[config.mk]
export PLATFORM = sky130hd
export DESIGN_NAME = alu_op_sequencer
export DESIGN_NICKNAME = d
export VERILOG_FILES = /design/src/rtl/alu_op_sequencer.sv
export SDC_FILE = /design/constraint.sdc
export NUM_CORES = 1
export LEC_CHECK = 0
export CAP_MARGIN = 20
export CORE_MARGIN = 2
export CORE_UTILIZATION = 40
export DETAILED_ROUTE_END_ITERATION = 16
export PLACE_DENSITY = 0.73
export RECOVER_POWER = 100
export REMOVE_ABC_BUFFERS = 1
export SLEW_MARGIN = 20
export SYNTH_ARGS = -nofsm -noshare
export SYNTH_HDL_FRONTEND = slang
export SYNTH_SLANG_ARGS = --single-unit
[constraint.sdc]
create_clock -name i_clk -period 2.5 [get_ports i_clk]
set_clock_uncertainty 0.05 [all_clocks]
set_input_delay 0.5 -clock i_clk [delete_from_list [all_inputs] [get_ports i_clk]]
set_output_delay 0.5 -clock i_clk [all_outputs]
set_load 0.005 [all_outputs]
[src/rtl/alu_op_sequencer.sv]
// Issue sequencer in front of the ALU opcode decoder: 2-entry opcode queue, EXEC timing per op
// latency, and a completion handshake. All outputs come straight from registers.
module alu_op_sequencer #(
    parameter int unsigned OP_WIDTH  = 5,
    parameter int unsigned MULTI_LAT = 4
) (
    input  logic                i_clk,
    input  logic                i_rst_n,
    input  logic                i_req_valid,
    input  logic [OP_WIDTH-1:0] i_req_op,
    output logic                o_req_ready,
    output logic [OP_WIDTH-1:0] o_op_sel,
    output logic                o_op_en,
    output logic                o_done_valid,
    output logic [OP_WIDTH-1:0] o_done_op,
    input  logic                i_done_ready
);
    localparam int unsigned CNT_W = $clog2(MULTI_LAT + 1);

    typedef enum logic [1:0] {StIdle, StExec, StResp} state_t;

    state_t              r_state;
    logic [OP_WIDTH-1:0] r_cur_op;
    logic [CNT_W-1:0]    r_cnt;
    logic                r_op_en;
    logic [OP_WIDTH-1:0] r_op_sel;
    logic                r_done_valid;
    logic [OP_WIDTH-1:0] r_done_op;

    logic [OP_WIDTH-1:0] r_mem [2];
    logic                r_wptr;
    logic                r_rptr;
    logic [1:0]          r_count;

    logic                w_push;
    logic                w_pop;
    logic [OP_WIDTH-1:0] w_head;
    logic [CNT_W-1:0]    w_head_cnt;

    // Ready comes from the registered count only, so a same-cycle pop never frees a slot early.
    assign o_req_ready = (r_count != 2'd2);
    assign w_push      = i_req_valid && o_req_ready;
    assign w_pop       = (r_count != 2'd0) &&
                         ((r_state == StIdle) || ((r_state == StResp) && i_done_ready));
    assign w_head      = r_mem[r_rptr];
    assign w_head_cnt  = w_head[OP_WIDTH-1] ? CNT_W'(MULTI_LAT - 1) : '0;

    always_ff @(posedge i_clk or negedge i_rst_n) begin
        if (!i_rst_n) begin
            r_mem[0] <= '0;
            r_mem[1] <= '0;
            r_wptr   <= 1'b0;
            r_rptr   <= 1'b0;
            r_count  <= 2'd0;
        end else begin
            if (w_push) begin
                r_mem[r_wptr] <= i_req_op;
                r_wptr        <= ~r_wptr;
            end
            if (w_pop) begin
                r_rptr <= ~r_rptr;
            end
            case ({w_push, w_pop})
                2'b10:   r_count <= r_count + 2'd1;
                2'b01:   r_count <= r_count - 2'd1;
                default: r_count <= r_count;
            endcase
        end
    end

    always_ff @(posedge i_clk or negedge i_rst_n) begin
        if (!i_rst_n) begin
            r_state      <= StIdle;
            r_cur_op     <= '0;
            r_cnt        <= '0;
            r_op_en      <= 1'b0;
            r_op_sel     <= '0;
            r_done_valid <= 1'b0;
            r_done_op    <= '0;
        end else begin
            unique case (r_state)
                StIdle: ;
                StExec: begin
                    if (r_cnt == '0) begin
                        r_state      <= StResp;
                        r_op_en      <= 1'b0;
                        r_op_sel     <= '0;
                        r_done_valid <= 1'b1;
                        r_done_op    <= r_cur_op;
                    end else begin
                        r_cnt <= r_cnt - CNT_W'(1);
                    end
                end
                StResp: begin
                    if (i_done_ready) begin
                        r_state      <= StIdle;
                        r_done_valid <= 1'b0;
                        r_done_op    <= '0;
                    end
                end
                default: r_state <= StIdle;
            endcase
            // A pop always starts the head op; overrides the Idle fall-back after a handshake.
            if (w_pop) begin
                r_state  <= StExec;
                r_cur_op <= w_head;
                r_cnt    <= w_head_cnt;
                r_op_en  <= 1'b1;
                r_op_sel <= w_head;
            end
        end
    end

    assign o_op_en      = r_op_en;
    assign o_op_sel     = r_op_sel;
    assign o_done_valid = r_done_valid;
    assign o_done_op    = r_done_op;

endmodule

==> impl_metrics.py <==
metrics = {
    "sta": {
        "fin_ws_ns": 0.283,
        "fin_crit_ns": 2.22,
        "setup_violations": 0,
        "fmax_ghz": 0.451,
        "holdWs_ns": 0.432,
        "maxSlewViolCount": 0,
        "tns_ns": 0,
        "rsz0062_at_grt": "false",
        "tightest_slew_ns": 0.879,
        "fin_crit_sh": 0.887,
        "slew_headroom": 0.414,
        "final_hold_viol_count": 0,
    },
    "worst_setup_path": {
        "worstPathArrival_ns": 1.67,
        "path_cells": "and2b_1 > inv_1 > dlygate4sd3_1",
        "cpLargestDelayFamily": "buffers and inverters",
        "critPathCaptureType": "output port",
        "cp-start-kind": "flop",
        "critPathMaxFanout": 6,
        "worst-path-buf-inv": 2,
        "worst-setup-path-type": "reg2out",
        "r2r_start": "r_count[0]",
        "cp_slowest_cell": "dlygate4sd3_1",
        "cp.required_ns": 1.95,
        "slowest_delay_ns": 0.58,
        "startpoint": "r_count[0]",
    },
    "run": {
        "cap_violations": 0,
    },
    "cts": {
        "h-tree-depth": 2,
        "cts_max_path_buffers": 2,
        "cts_tree": "yes",
        "worstSkewPairLatency_ns": 0.28,
        "cts_buffers": 5,
        "post_cts.repair.setup_buffers": 0,
        "hold_buffers": 0,
        "path_clk_slew_ns": 0.07,
        "clock-sinks": 36,
        "root_buffer": "clkbuf_8",
        "cts_resized": 0,
    },
    "floorplanning": {
        "start_util": 0.426,
        "row_count": 22,
        "die_x_um": 67.2,
        "die_h_um": 67.2,
        "die_area_um2": 4510,
        "coreArea_um2": 3740,
        "io_pins": 22,
    },
    "synth": {
        "netlist_area_um2": 1600,
        "synth_seq_cells": 36,
        "synth_top_cell_by_area": "dfrtp_1",
        "syn-instance-count": 122,
        "ys_seq_area_frac": 0.565,
        "synth.area.top_cells": "dfrtp_1, mux2_2, a22o_1",
        "yosys.area.top_type_share": 0.565,
        "ys_warn_count": 0,
        "synth_cell_types": 39,
        "synth_area_per_cell_um2": 13.1,
    },
    "global_routing": {
        "met3_usage": 0.0550,
        "grt_pass1_vias": 1101,
        "busiest_layer": "met2",
        "use_met1": 0.205,
        "antenna_found_initial": 0,
        "gr-usage-met2": 0.246,
        "grt_usage": 0.158,
        "grt_max_degree": 37,
        "globalRouteOverflowTotal": 0,
        "grt_pass1_wl_um": 5210,
    },
    "final_layout": {
        "synthToLayoutAreaGrowth_pct": 20.6,
        "layout_commonest_cell": "dfrtp_1",
        "design_area_um2": 1920,
        "final_cells": 198,
        "finish.utilization": 0.514,
        "drive_gt1_frac": 0.233,
        "nets": 160,
        "antenna_cells": 0,
        "layout_common_cells": "dfrtp_1, mux2_2, dlygate4sd3_1, inv_1",
    },
    "place": {
        "dp.cells": 190,
        "dp_slack_ns": 0.327,
        "io_buffers": 21,
        "place.gp.congestion": 0.745,
        "placed_area_um2": 1850,
        "dp_hpwl_um": 2130,
    },
    "drt": {
        "dr.pass1.iters": 4,
        "drt-initial-drc-count": 33,
        "viasPerCell": 5.19,
        "drc_errors": 0,
        "detail-route-antenna-nets": 0,
        "drt-total-wl_um": 2990,
        "wl_per_cell_um": 15.1,
        "vias": 1028,
    },
    "run_status": {
        "status": "complete, no violations",
    },
    "pwr": {
        "p_sw_frac": 0.333,
        "peakVddDrop_mv": 0.747,
        "p_leak_nw": 0.850,
        "power_frac_seq": 0.415,
        "power.share.combinational": 0.420,
        "p_per_area_nw_per_um2": 1340,
        "power_mw": 2.59,
        "power.internal_mw": 1.73,
        "p_sw_uw": 860,
        "clkPwrFrac": 0.165,
    },
    "hold_path": {
        "hold_class": "reg2reg",
        "min_from": "o_op_en",
    },
}
power groups by stage:
stage | registers, mW | logic [mW] | clock network [mW]
2_1_floorplan | 1.04 | 0.768 | 0
3_3_place_gp | 1.07 | 1.11 | 0
3_5_place_dp | 1.09 | 1.16 | 0
4_1_cts | 1.08 | 1.17 | 0.435
5_1_grt | 1.12 | 1.20 | 0.471
6_report | 1.07 | 1.09 | 0.426
worst paths after layout:
path	end	slack, ns	cells past startpoint
min in group asynchronous	o_op_en	0.81	2
max in group asynchronous	r_wptr	1.04	2
min reg2reg	o_op_en	0.43	2
max	o_req_ready	0.28	3
max reg2reg	r_mem[7]	0.65	3
min	o_op_en	0.43	2
sequential cells by signal, summed over array words and instances, names as in the netlist:
signal        cells
r_state           2
r_wptr            1
r_mem            10
r_cnt             3
o_op_en           1
o_done_op         5
r_count           2
o_done_valid      1
r_rptr            1
o_op_sel          5
r_cur_op          5
kinds of logic (layout without fill, tap and decap cells):
kind of cell               after synthesis  after routing  share of synthesized area
AOI/OAI and AO/OA                       20             20                     0.0886
xor gates and xnor gates                 2              2                     0.0110
adders and majority gates                2              2                     0.0157
buffers and inverters                   11             39                     0.0376
DFF                                     36             36                      0.565
muxes                                   23             23                      0.164
and+or+nand+nor                         28             28                      0.118
per-layer routing:
| metal | part of all wire | vias up |
|---|---|---|
| li1 | - | 484 |
| met1 | 0.46 | 516 |
| met2 | 0.48 | 22 |
| met3 | 0.051 | 6 |
| met4 | 0.015 | 0 |
| met5 | 0 | - |
layout make-up:
cell class | count | area (um2)
Clock buffer | 6 | 82.6
Clock inverter | 2 | 10.0
Fill cell | 332 | 1820
Inverter | 7 | 26.3
Multi-Input combinational cell | 75 | 618
Sequential cell | 36 | 901
Tap cell | 48 | 60.1
Timing Repair Buffer | 24 | 226
Yosys cell counts, drive strengths merged:
cell type  number
a21boi          1
a21oi           2
a22o            5
a2bb2oi         1
a311o           1
a31o            2
a31oi           1
and2            4
and2b           1
buf             2
clkbuf          2
dfrtp          36
ha              2
inv             7
mux2           22
mux2i           1
nand2           4
nand2b          2
nand3           1
nand3b          1
nand4bb         1
nor2            1
nor2b           2
nor3            2
nor3b           2
nor4            1
nor4b           1
o21a            1
o21ai           6
or2             1
or2b            1
or3             2
or4             1
xnor2           1
xor2            1
tightest hold or removal path: cells and delay by family, from the launching register on:
| kind | cells | cell delay [ns] |
|---|---|---|
| DFF | 1 | 0.35 |
| and+or+nand+nor | 2 | 0.11 |
No activity file was read; power rests on OpenSTA's default activity.
